[src/rtl/acc_pkg.sv]
// Shared types and default sizing for the product accumulator.
package acc_pkg;

    localparam int N_DEF         = 6;
    localparam int ACC_W_DEF     = 12;
    localparam int CNT_W_DEF     = 4;
    localparam int MAX_TERMS_DEF = 8;

    typedef enum logic {
        ACC  = 1'b0,
        SEND = 1'b1
    } state_t;

endpackage

[src/rtl/acc_sat_add.sv]
// ACC_W adder with carry-out; clamps to all-ones when ACC_SATURATE_EN is defined.
module acc_sat_add #(
    parameter int N     = 6,
    parameter int ACC_W = 12
) (
    input  logic [ACC_W-1:0] i_a,
    input  logic [N-1:0]     i_b,
    output logic [ACC_W-1:0] o_sum,
    output logic             o_carry
);

    logic [ACC_W:0] w_full;

    assign w_full  = {1'b0, i_a} + (ACC_W + 1)'(i_b);
    assign o_carry = w_full[ACC_W];

`ifdef ACC_SATURATE_EN
    // A clamped accumulator stays clamped: any further nonzero term carries again.
    assign o_sum = o_carry ? {ACC_W{1'b1}} : w_full[ACC_W-1:0];
`else
    assign o_sum = w_full[ACC_W-1:0];
`endif

endmodule

[src/rtl/product_accumulator.sv]
// Groups products into sums with term count and sticky overflow.
// Optional ACC_SATURATE_EN clamps the sum instead of wrapping.
module product_accumulator
    import acc_pkg::*;
#(
    parameter int N         = N_DEF,
    parameter int ACC_W     = ACC_W_DEF,
    parameter int MAX_TERMS = MAX_TERMS_DEF,
    parameter int CNT_W     = CNT_W_DEF
) (
    input  logic             clk,
    input  logic             rst_n,
    input  logic             recv_val,
    output logic             recv_rdy,
    input  logic [N-1:0]     recv_msg,
    input  logic             recv_last,
    output logic             send_val,
    input  logic             send_rdy,
    output logic [ACC_W-1:0] send_msg,
    output logic [CNT_W-1:0] send_cnt,
    output logic             send_ovf
);

    state_t             r_state;
    logic [ACC_W-1:0]   r_acc;
    logic [CNT_W-1:0]   r_cnt;
    logic               r_ovf;
    logic               r_send_val;

    logic               w_accept;
    logic               w_close;
    logic [CNT_W-1:0]   w_cnt_nxt;
    logic [ACC_W-1:0]   w_sum;
    logic               w_carry;

    acc_sat_add #(
        .N     (N),
        .ACC_W (ACC_W)
    ) u_add (
        .i_a     (r_acc),
        .i_b     (recv_msg),
        .o_sum   (w_sum),
        .o_carry (w_carry)
    );

    assign recv_rdy  = rst_n && (r_state == ACC);
    assign w_accept  = recv_val && recv_rdy;
    assign w_cnt_nxt = r_cnt + 1'b1;
    assign w_close   = recv_last || (w_cnt_nxt == CNT_W'(MAX_TERMS));

    always_ff @(posedge clk or negedge rst_n) begin
        if (!rst_n) begin
            r_state    <= ACC;
            r_acc      <= '0;
            r_cnt      <= '0;
            r_ovf      <= 1'b0;
            r_send_val <= 1'b0;
        end else begin
            unique case (r_state)
                ACC: begin
                    if (w_accept) begin
                        r_acc <= w_sum;
                        r_cnt <= w_cnt_nxt;
                        r_ovf <= r_ovf | w_carry;
                        if (w_close) begin
                            r_state    <= SEND;
                            r_send_val <= 1'b1;
                        end
                    end
                end
                SEND: begin
                    // No bypass: the handshake cycle never accepts a term.
                    if (send_rdy) begin
                        r_state    <= ACC;
                        r_acc      <= '0;
                        r_cnt      <= '0;
                        r_ovf      <= 1'b0;
                        r_send_val <= 1'b0;
                    end
                end
                default: begin
                    r_state    <= ACC;
                    r_send_val <= 1'b0;
                end
            endcase
        end
    end

    assign send_val = r_send_val;
    assign send_msg = r_acc;
    assign send_cnt = r_cnt;
    assign send_ovf = r_ovf;

endmodule

[config.mk]
export PLATFORM = sky130hd
export DESIGN_NAME = product_accumulator
export DESIGN_NICKNAME = d
export VERILOG_FILES = /design/src/rtl/acc_pkg.sv /design/src/rtl/acc_sat_add.sv /design/src/rtl/product_accumulator.sv
export SDC_FILE = /design/constraint.sdc
export NUM_CORES = 1
export LEC_CHECK = 0
export CAP_MARGIN = 5
export CELL_PAD_IN_SITES_DETAIL_PLACEMENT = 2
export CELL_PAD_IN_SITES_GLOBAL_PLACEMENT = 2
export CORE_MARGIN = 8
export CORE_UTILIZATION = 34
export CTS_BUF_LIST = sky130_fd_sc_hd__clkbuf_2 sky130_fd_sc_hd__clkbuf_4 sky130_fd_sc_hd__clkbuf_8
export DETAILED_ROUTE_END_ITERATION = 7
export PLACE_DENSITY_LB_ADDON = 0.1
export SLEW_MARGIN = 30
export SYNTH_ARGS = -nofsm -noshare
export SYNTH_HDL_FRONTEND = slang
export SYNTH_HIERARCHICAL = 1
export SYNTH_SLANG_ARGS = --single-unit
[constraint.sdc]
create_clock -name clk -period 5.95 [get_ports clk]
set_input_delay 1.19 -clock clk [delete_from_list [all_inputs] [get_ports clk]]
set_output_delay 1.19 -clock clk [all_outputs]
set_load 0.005 [all_outputs]
# Word-level counts from Yosys, hierarchy flattened
# Cells that the tools add are included.
dict set report word_totals {
  ff_bits 19
  input_bits 11
  output_inout_bits 19
  word_cells 34
}
dict set report classes {
  addsub 2
  n_eq_ne 4
  mux 16
  bitwise_logic 2
  n_reduce_logical 5
}
# operator count
set ops {}
lappend ops {{2-to-1 mux 12 bit} 2}
lappend ops {{case mux 12 bit (2 select lines)} 1}
lappend ops {{adder 12 x 6 -> 13 bit} 1}
lappend ops {{2-to-1 mux 4 bit} 2}
lappend ops {{case mux 4 bit (2 select lines)} 1}
lappend ops {{2-to-1 mux 1 bit} 7}
lappend ops {{!= test 2 bit, second input constant} 3}
lappend ops {{case mux 1 bit (2 select lines)} 3}
lappend ops {{adder 4 x 1 -> 4 bit, second input constant} 1}
lappend ops {{== test 4 bit, second input constant} 1}
lappend ops {{AND reduction 3 bit} 1}
lappend ops {{logical AND 1 bit} 2}
lappend ops {{AND reduction 2 bit} 1}
lappend ops {{logical OR 1 bit} 1}
lappend ops {{inverter 1 bit} 1}
lappend ops {{OR 1 bit} 1}

# Longest topological paths before layout
# Gate-level depths: netlist of the first run.
dict set report depth {
  depth_word 6
  ltp_mapped 8
}

# Hierarchy
# The synthesis of the first run kept the hierarchy.
# mod instances cells_per_inst area_per_inst_um2
set modules_own_cells {}
lappend modules_own_cells {product_accumulator 1 57 798.3}
lappend modules_own_cells {acc_sat_add 1 55 410.4}

# Least setup slack after synthesis of the first run
# No wires, ideal clock.
dict set report synth_path {
  path_type {input -> register}
  start {in recv_msg[0]}
  end {reg r_acc[6], in the netlist send_msg[6]}
  arrival_time_ps 2642
  required_ps 5829
  setup_slack_ps 3187
  stages 7
  path_cell_list {ha_1 -> fa_1 -> a211oi_1 -> o21bai_2 -> a21oi_2 -> xnor2_1 -> a22o_1}
}
dict set report synth_between {
  elab_chain_len 3
}
# item line_no
set synth_lines {}
lappend synth_lines {{from (decl)} product_accumulator.sv:15} ;# input logic [N-1:0] recv_msg,
lappend synth_lines {{adder 12 x 6 -> 13 bit} acc_sat_add.sv:14} ;# assign w_full = {1'b0, i_a} + (ACC_W + 1)'(i_b);
lappend synth_lines {{via w_sum[6]} product_accumulator.sv:33} ;# logic [ACC_W-1:0] w_sum;
lappend synth_lines {{2-to-1 mux 12 bit} product_accumulator.sv:61} ;# if (w_accept) begin
lappend synth_lines {{case mux 12 bit (2 select lines)} product_accumulator.sv:59} ;# unique case (r_state)
lappend synth_lines {{to (signal assigned)} product_accumulator.sv:62} ;# r_acc <= w_sum;
lappend synth_lines {{to (decl)} product_accumulator.sv:25} ;# logic [ACC_W-1:0] r_acc;
# The timed path passes the listed nets, and every way through them passes these cells. The select of a mux whose other input is x is not followed.
# A chain may end at the register's enable or synchronous reset.

# Worst setup path after layout of the first run
dict set report layout_path {
  start {in rst_n}
  end {out recv_rdy}
}
dict set report layout_between {
  elab_chain_len 1
}
# item line_no
set layout_lines {}
lappend layout_lines {{from (decl)} product_accumulator.sv:12} ;# input logic rst_n,
lappend layout_lines {{logical AND 1 bit} product_accumulator.sv:46} ;# assign recv_rdy = rst_n && (r_state == ACC);
lappend layout_lines {{to (decl)} product_accumulator.sv:14} ;# output logic recv_rdy,
# Every way passes these cells.

==> results of run 1 <==
==> state kept, by name, indices dropped and copies added, names as in the netlist <==
signal,count
send_cnt,4
r_state,1
send_val,1
send_msg,12
send_ovf,1
==> critical path, delay by kind of cell <==
family	cells	cell delay [ps]
buffers and inverters	3	1220
and+or+nand+nor	1	170
==> cells by family (layout without fill, tap and decap cells) <==
family,after synthesis,count (layout),share of synthesized area
fa+ha+maj,8,8,0.0890
flops,19,19,0.393
compound gates,37,37,0.258
simple gates,35,35,0.166
buf+inv,5,36,0.0342
xor+xnor,7,7,0.0507
mux,1,1,0.00932
==> cell usage in the layout, fill, tap and decap left out, types with 2 or more instances in the layout <==
| master | n |
|---|---|
| a211oi_1 | 3 |
| a21oi_1 | 4 |
| a21oi_2 | 2 |
| a22o_1 | 13 |
| a31oi_1 | 2 |
| a41oi_1 | 2 |
| and3b_1 | 2 |
| clkbuf_4 | 3 |
| clkdlybuf4s50_1 | 29 |
| dfrtp_1 | 19 |
| ha_1 | 7 |
| inv_1 | 2 |
| nand2_1 | 8 |
| nand3_1 | 5 |
| nor2_1 | 6 |
| nor3_1 | 2 |
| nor3b_1 | 5 |
| o311ai_1 | 2 |
| xnor2_1 | 6 |
==> power groups by stage <==
stage	clock network [µW]	logic, µW	registers, µW
2_1_floorplan	0	219	224
3_3_place_gp	0	355	230
3_5_place_dp	0	367	235
4_1_cts	71.9	369	234
5_1_grt	75.2	400	240
6_report	69.6	363	232
==> area by class of cell <==
type / instances / area (µm²) / area share
Clock buffer: 3 / 22.5 / 0.0145
Clock inverter: 1 / 5.00 / 0.00321
Inverter: 2 / 7.51 / 0.00482
Multi-Input combinational cell: 88 / 692 / 0.444
Sequential cell: 19 / 475 / 0.305
Tap cell: 46 / 57.6 / 0.0369
Timing Repair Buffer: 30 / 298 / 0.191
==> stage by stage <==
stage,util,power (µW),instances
4_1_cts,0.460,675,189
5_1_grt,0.460,715,189
2_1_floorplan,-,443,112
3_3_place_gp,0.451,585,185
6_report,0.460,664,189
3_5_place_dp,0.451,602,185
==> synth_stat cells, types with 3 or more instances <==
library cell | n | share of area
nand2_1 | 8 | 0.025
xnor2_1 | 6 | 0.043
nor2_1 | 6 | 0.019
a21oi_1 | 4 | 0.017
dfrtp_1 | 19 | 0.39
nor3b_1 | 5 | 0.031
buf_6 | 3 | 0.028
a211oi_1 | 3 | 0.019
nand3_1 | 5 | 0.021
ha_1 | 7 | 0.072
a22o_1 | 13 | 0.094
==> path summary, 6_finish.rpt <==
kind	from	endpoint	slack, ps
worst max-delay path	rst_n	recv_rdy	2180
worst min register to register	send_val	send_val	510
worst min-delay path	send_val	send_val	510
max in group asynchronous	rst_n	send_msg[2]	4530
min in group asynchronous	rst_n	send_msg[9]	1200
worst max register to register	send_msg[0]	send_msg[6]	3770
==> metal layers <==
layer | vias up | wire [µm] | GRT usage
met1 | 520 | 1490 | 0.147
met2 | 23 | 1720 | 0.233
li1 | 492 | - | -
met3 | 6 | 175 | 0.0408
met5 | - | 0 | 0
met4 | 0 | 53 | 0.0384
==> results.ini, run 1 <==
[outcome]
status = completed

[sta]
hold_slack_ps = 510
setup_viol = 0
rsz0062_at_grt = false
max_slew_margin = 0.462
maxSlewViolCount = 0
worstMarginPinSlew_ps = 807
hold_viol = 0
timing.fmax_mhz = 265
finClkSkew_ps = 10.0
finalSetupTns_ps = 0
min_period_over_period = 0.633
period_minus_slack_ps = 3770
finalWorstSetupSlack_ps = 2180

[route]
routedWlPerCell_um = 18.2
drt-total-wl_um = 3440
drc = 0
vias = 1041
firstDrtPassIters = 4
drtIter0Drc = 26
drt-vias-per-instance = 5.51
ant_nets = 0

[placement]
placed_area_um2 = 1530
gp_congestion = 0.709
dp_hpwl_um = 2610
port_buffers = 29
dp_slack_ps = 2140

[worst_setup_path]
critPathKind = input port to output port
crit_path_max_fanout = 21
endpoint_kind = output port
crit_required_ps = 4760
path_cells = clkdlybuf4s50_1 > buf_4 > and2b_1 > clkdlybuf4s50_1
crit_path_frequent_cell = clkdlybuf4s50_1
max_stage_delay_ps = 500
cp_slowest_cell = clkdlybuf4s50_1
worstPathArrival_ps = 2580
cp-start-kind = input port
worstRegToRegCells = 7

[layout]
antenna_cells = 0
area_growth_syn_to_layout_pct = 28.9
fin_area_um2 = 1560
fill_cells = 360
layout.nets = 163
drive_gt1_frac = 0.0979

[floorplanning]
core.rowCount = 21
die_w_um = 75.6
die_h_um = 75.6
initial_core_util = 0.357
dieArea_um2 = 5720
core_area_um2 = 3390
io_pins = 30

[power]
p_comb_frac = 0.546
power.density_nw_per_um2 = 427
swShare = 0.402
intPower_uw = 397
p_seq_frac = 0.349
clkPwrFrac = 0.105
ir_drop_mv = 0.194
p_leak_uw = 0.000643
net-switching-power_uw = 267

[synth]
postSynthCellCount = 112
avgSynthCellArea_um2 = 10.8
synthesis.area_um2 = 1210
synth-main-ff-cell = dfrtp_1
ys_types = 37
async_reset_ff_frac = 1.00
synth_edf_count = 0
synth_nets = 131
seq_area_frac_synth = 0.393
yosys_warnings = 6
synth-seq-cells = 19

[clocking]
max-clock-path-buffers = 2
htree_levels = 1
clk_pin_slew_ps = 120
cts_tree = built
cts_buffers = 3
root_buffer = clkbuf_4
postCtsSetupBuffers = 0
ctsHoldBuffers = 0
clock-sinks = 19
ctsResizeCount = 0
clk_latency_ps = 320

[grt]
grt_pass1_vias = 1146
grt_use_total = 0.131
antenna_found_initial = 0
grt_start_max_net_pins = 22
grt_pass1_wl_um = 5640
overflow = 0

[hold_path]
holdPathStages = 2
min_path_type = flip-flop to flip-flop

[flow_run]
cap_violations = 0

No activity file was read; power rests on OpenSTA's default activity.
==> run 2, diff against run 1 <==
CORE_UTILIZATION = 29   (was 34)
clock period = 3.1 ns   (was 5.95 ns; I/O delays follow)
==> run 2 against run 1 <==
  * Clock skew is 7.8 ps lower
  * Sequential power increased by 90%
  * Critical path depth grew 4
  * Count of clock-buffer cells in the layout rose by 1
  * Sequential share of layout area down 0.65 points
  * Combinational power grew 93%
  * Power is 100% higher
  * Flip-flop and latch count stayed put
  * Worst hold slack worse by 16 ps
  * Register-to-register slack got worse by 2800 ps
  * Largest power group unchanged
  * Highest routed layer unchanged
==> results.ini, run 2 (same netlist as run 1, synthesis figures left out) <==
[outcome]
status = completed

[clocking]
ctsResizeCount = 0  ; unchanged
clock-sinks = 19  ; unchanged
htree_levels = 1  ; unchanged
clk_latency_ps = 260  ; -60 ps
clk_pin_slew_ps = 80  ; -40 ps
cts_tree = built
postCtsSetupBuffers = 0  ; unchanged
ctsHoldBuffers = 0  ; unchanged
root_buffer = clkbuf_8
cts_buffers = 3  ; unchanged
max-clock-path-buffers = 2  ; unchanged

[worst_setup_path]
crit_required_ps = 3250  ; -1510 ps
worstPathArrival_ps = 2640  ; +60 ps
endpoint_kind = flip-flop
critPathKind = input port to flip-flop
crit_path_max_fanout = 5  ; -76%
cp-start-kind = input port

[flow_run]
cap_violations = 0  ; unchanged

[grt]
grt_pass1_wl_um = 5980  ; +6.1%
grt_start_max_net_pins = 20  ; -9.1%
antenna_found_initial = 0  ; unchanged
grt_use_total = 0.118  ; -0.0137
grt_pass1_vias = 1214  ; +5.9%
overflow = 0  ; unchanged

[power]
p_comb_frac = 0.524  ; -0.022
p_leak_uw = 0.000657  ; +2.1%
ir_drop_mv = 0.333  ; +71%
p_seq_frac = 0.330  ; -0.019
power.density_nw_per_um2 = 837  ; +96%
intPower_uw = 817  ; +110%
clkPwrFrac = 0.145  ; +0.040
total_power_uw = 1330  ; +100%
swShare = 0.387  ; -0.0151
net-switching-power_uw = 515  ; +93%

[layout]
fin_area_um2 = 1590  ; +2.2%
final_cells = 194  ; +2.6%
layout.nets = 164  ; +0.61%
largest_reg_flops = 12  ; unchanged
final_common_cell = clkdlybuf4s50_1
antenna_cells = 0  ; unchanged
drive_gt1_frac = 0.104  ; +0.00626
final_cell_mix = clkdlybuf4s50_1, dfrtp_1, a22o_1
area_growth_syn_to_layout_pct = 31.7

[floorplanning]
initial_core_util = 0.302  ; -0.0544
die_h_um = 80.6  ; +6.5%
core_area_um2 = 4000  ; +18%
dieArea_um2 = 6490  ; +13%
die_w_um = 80.6  ; +6.5%
io_pins = 30  ; unchanged
core.rowCount = 23  ; +9.5%

[sta]
finalSetupTns_ps = 0  ; unchanged
hold_viol = 0  ; unchanged
setup_viol = 0  ; unchanged
worstMarginPinSlew_ps = 868  ; +61.8 ps
maxSlewViolCount = 0  ; unchanged
period_minus_slack_ps = 2490
timing.fmax_mhz = 402
rsz0062_at_grt = false
finClkSkew_ps = 2.26  ; -7.77 ps
min_period_over_period = 0.802
max_slew_margin = 0.421  ; -0.0412

[route]
drt-vias-per-instance = 5.38  ; -2.3%
drtIter0Drc = 25  ; -3.8%
drt-total-wl_um = 3610  ; +5.1%
drc = 0  ; unchanged
routedWlPerCell_um = 18.6  ; +2.4%
vias = 1044  ; +0.29%
ant_nets = 0  ; unchanged
firstDrtPassIters = 4  ; unchanged

[placement]
dp_hpwl_um = 2590  ; -0.68%
port_buffers = 29  ; unchanged
dp.cells = 190  ; +2.7%
gp_congestion = 0.761  ; +7.4%
placed_area_um2 = 1540  ; +0.82%

[hold_path]
min_path_type = flip-flop to flip-flop

==> run 2: cell count changes in the layout (fill, tap and decap cells not counted) <==
cell      delta
clkbuf_4     -2
clkbuf_8     +3
buf_4        +1
clkinv_2     -1
==> run 2: cell type report <==
cell class / instances / area [µm²]
fill: 433 / 2410
multi-input combinational: 88 / 692
sequential: 19 / 475
timing repair buffer: 31 / 305
tap: 50 / 62.6
clock buffer: 4 / 48.8
inverter: 2 / 7.51
==> run 2: worst paths after layout <==
path                              from          end  slack [ps]  depth (start not counted)
min in group asynchronous        rst_n  send_msg[1]         840                          2
hold reg to reg               send_val     send_val         490                          2
setup / recovery           recv_msg[0]  send_msg[6]         610                          8
hold / removal                send_val     send_val         490                          2
setup reg to reg           send_msg[0]  send_msg[6]         940                          7
max in group asynchronous        rst_n  send_msg[5]        2050                          2
==> run 2: critical path: stages <==
cell,delay [ps]
clkdlybuf4s50_1,400
ha_1,210
fa_1,430
a211oi_1,300
o21bai_2,160
a21oi_2,190
xnor2_1,90
a22o_1,220
==> run 2: through the flow <==
step | utilization | setup WS [ps] | hold slack (ps)
3_3_place_gp | 0.386 | 397 | 479
6_report | 0.398 | 614 | 494
2_1_floorplan | - | 907 | 324
4_1_cts | 0.398 | 608 | 499
3_5_place_dp | 0.386 | 375 | 479
5_1_grt | 0.398 | 478 | 527
==> run 2: metal layers <==
metal	vias up	global-route usage	wire length [µm]
li1	492	-	-
met1	530	0.136	1610
met2	18	0.208	1850
met3	4	0.0223	112
met4	0	0.0436	42
met5	-	0	0
==> run 2: power groups by stage <==
stage	logic, µW	registers (µW)	clock network [µW]
after floorplan	421	430	0
after global placement	687	437	0
after detailed placement	704	444	0
after CTS	714	442	200
after global routing	780	457	208
final	699	440	194
==> run 3, diff against run 2 <==
CORE_UTILIZATION = 32   (was 29)
clock period = 2.3 ns   (was 3.1 ns; I/O delays follow)
==> run 3 against run 2 <==
  * Clock power grew 26%
  * Clock skew grew 3.0 ps
  * Register-to-register slack lost 650 ps
  * Global-route usage grew 1.5 points
  * Sequential power grew 35%
  * Sequential share of layout area shrank 0.60 points
  * Critical path depth is the same
  * First-iteration DRC count grew 32%
  * Combinational power grew 46%
  * Count of clock-buffer cells in the layout shrank 1
  * Worst setup slack lost 490 ps
  * Final cell count grew 1.0%
  * Critical endpoint unchanged
==> results.ini, run 3 (same netlist as run 1, synthesis figures left out) <==
[outcome]
status = completed

[sta]
setup_viol = 0  ; unchanged
min_period_over_period = 0.948
worstMarginPinSlew_ps = 889  ; +20.8 ps
finClkSkew_ps = 5.30  ; +3.04 ps
rsz0062_at_grt = false
maxSlewViolCount = 0  ; unchanged
timing.fmax_mhz = 459
period_minus_slack_ps = 2180
max_slew_margin = 0.407  ; -0.0139
hold_viol = 0  ; unchanged
finalWorstSetupSlack_ps = 120  ; -494 ps

[clocking]
cts_tree = built
max-clock-path-buffers = 2  ; unchanged
cts_buffers = 3  ; unchanged
clock-sinks = 19  ; unchanged
clk_latency_ps = 260  ; about the same
ctsResizeCount = 0  ; unchanged
clk_pin_slew_ps = 80  ; about the same
ctsHoldBuffers = 0  ; unchanged
postCtsSetupBuffers = 0  ; unchanged
root_buffer = clkbuf_8
htree_levels = 1  ; unchanged

[route]
routedWlPerCell_um = 20.0  ; +7.2%
drt-vias-per-instance = 5.59  ; +3.8%
firstDrtPassIters = 4  ; unchanged
vias = 1095  ; +4.9%
ant_nets = 0  ; unchanged
drt-total-wl_um = 3910  ; +8.3%
drtIter0Drc = 33  ; +32%
drc = 0  ; unchanged

[layout]
utilization = 0.447  ; +0.0491
drive_gt1_frac = 0.142  ; +0.0377
antenna_cells = 0  ; unchanged
fill_cells = 415  ; -4.2%
final_common_cell = clkdlybuf4s50_1
fin_area_um2 = 1620  ; +2.0%
final_cell_mix = clkdlybuf4s50_1, dfrtp_1, a22o_1
largest_reg_flops = 12  ; unchanged
layout.nets = 168  ; +2.4%
area_growth_syn_to_layout_pct = 34.4

[hold_path]
min_from = send_ovf
holdPathStages = 2  ; unchanged
min_path_type = flip-flop to flip-flop
min_to = send_ovf

[worst_setup_path]
cp_slowest_cell = clkdlybuf4s50_1
rrSetupSlack_ps = 290  ; -650 ps
endpoint_kind = flip-flop
crit_required_ps = 2460  ; -790 ps
critPathKind = input port to flip-flop
crit_family = compound AO/OA/AOI/OAI gates
r2r-start = send_msg[0]
r2r_end = send_msg[6]
cp_num_buf_inv = 1  ; unchanged
worstRegToRegCells = 7  ; unchanged
cp-start-kind = input port
path_cells = clkdlybuf4s50_1 > ha_1 > fa_2 > a211oi_2 > o21bai_2 > a21oi_2 > xnor2_1 > a22o_1
crit_path_max_fanout = 5  ; unchanged
worstPathArrival_ps = 2340  ; -300 ps
max_stage_delay_ps = 400  ; -30 ps

[power]
ir_drop_mv = 0.500  ; +50%
power.density_nw_per_um2 = 1140  ; +36%
p_leak_uw = 0.000675  ; +2.8%

[grt]
grt_start_max_net_pins = 20  ; unchanged
antenna_found_initial = 0  ; unchanged
overflow = 0  ; unchanged
grt_use_total = 0.132  ; +0.0146
grt_pass1_wl_um = 6470  ; +8.2%
grt_pass1_vias = 1295  ; +6.7%

[floorplanning]
initial_core_util = 0.333  ; +0.0305
dieArea_um2 = 6000  ; -7.6%
io_pins = 30  ; unchanged
core_area_um2 = 3630  ; -9.2%
die_w_um = 77.5  ; -3.9%
core.rowCount = 22  ; -4.3%
die_h_um = 77.5  ; -3.9%

[placement]
gp_congestion = 0.723  ; -4.9%
port_buffers = 29  ; unchanged
dp_slack_ps = -256  ; -631 ps
placed_area_um2 = 1570  ; +1.8%
dp_hpwl_um = 2750  ; +6.0%

[flow_run]
cap_violations = 0  ; unchanged

## run 3: through the flow
| stage | hold WS, ps | setup TNS (ps) | total power (µW) | instances |
|---|---|---|---|---|
| after floorplan | 164 | 0 | 1150 | 112 |
| after global placement | 480 | -764 | 1540 | 192 |
| after detailed placement | 520 | -1090 | 1590 | 192 |
| final | 535 | 0 | 1850 | 196 |
| after CTS | 542 | 0 | 1860 | 196 |
| after global routing | 559 | 0 | 1990 | 196 |
## run 3: worst max path at each step
| stage | cells after the start | from | endpoint | slack (ps) |
|---|---|---|---|---|
| floorplan | 7 | recv_msg[0] | send_msg[6] | 270 |
| global placement | 8 | recv_msg[0] | send_msg[6] | -230 |
| detailed placement | 8 | recv_msg[0] | send_msg[6] | -260 |
| CTS | 8 | recv_msg[0] | send_msg[6] | 5 |
| global route | 9 | recv_msg[0] | send_ovf | 20 |
| finish | 8 | recv_msg[0] | send_msg[6] | 120 |
## run 3: report_power, final
part           switching (µW)  leakage [µW]  internal [µW]  total, µW
clock                     124     0.0000255            121        244
combinational             452      0.000407            563       1020
sequential                152      0.000243            443        595
total                     728      0.000675           1130       1850
## run 3: tightest hold or removal path, stage by stage (launching register included)
cell and delay, ps:
dfrtp_1 350, a21oi_1 50, a21oi_1 100
## run 3: cell type report
class / instances / area [µm²] / share of cell area
Clock buffer: 3 / 41.3 / 0.0254
Inverter: 2 / 7.51 / 0.00462
Clock inverter: 1 / 5.00 / 0.00308
Multi-Input combinational cell: 88 / 699 / 0.431
Timing Repair Buffer: 35 / 335 / 0.206
Sequential cell: 19 / 475 / 0.293
Tap cell: 48 / 60.1 / 0.0370
## run 3: metal layers
layer / track usage / up-vias / share of wire
li1: - / 502 / -
met1: 0.139 / 568 / 0.41
met2: 0.249 / 19 / 0.54
met3: 0.0288 / 6 / 0.033
met4: 0.0528 / 0 / 0.014
met5: 0 / - / 0
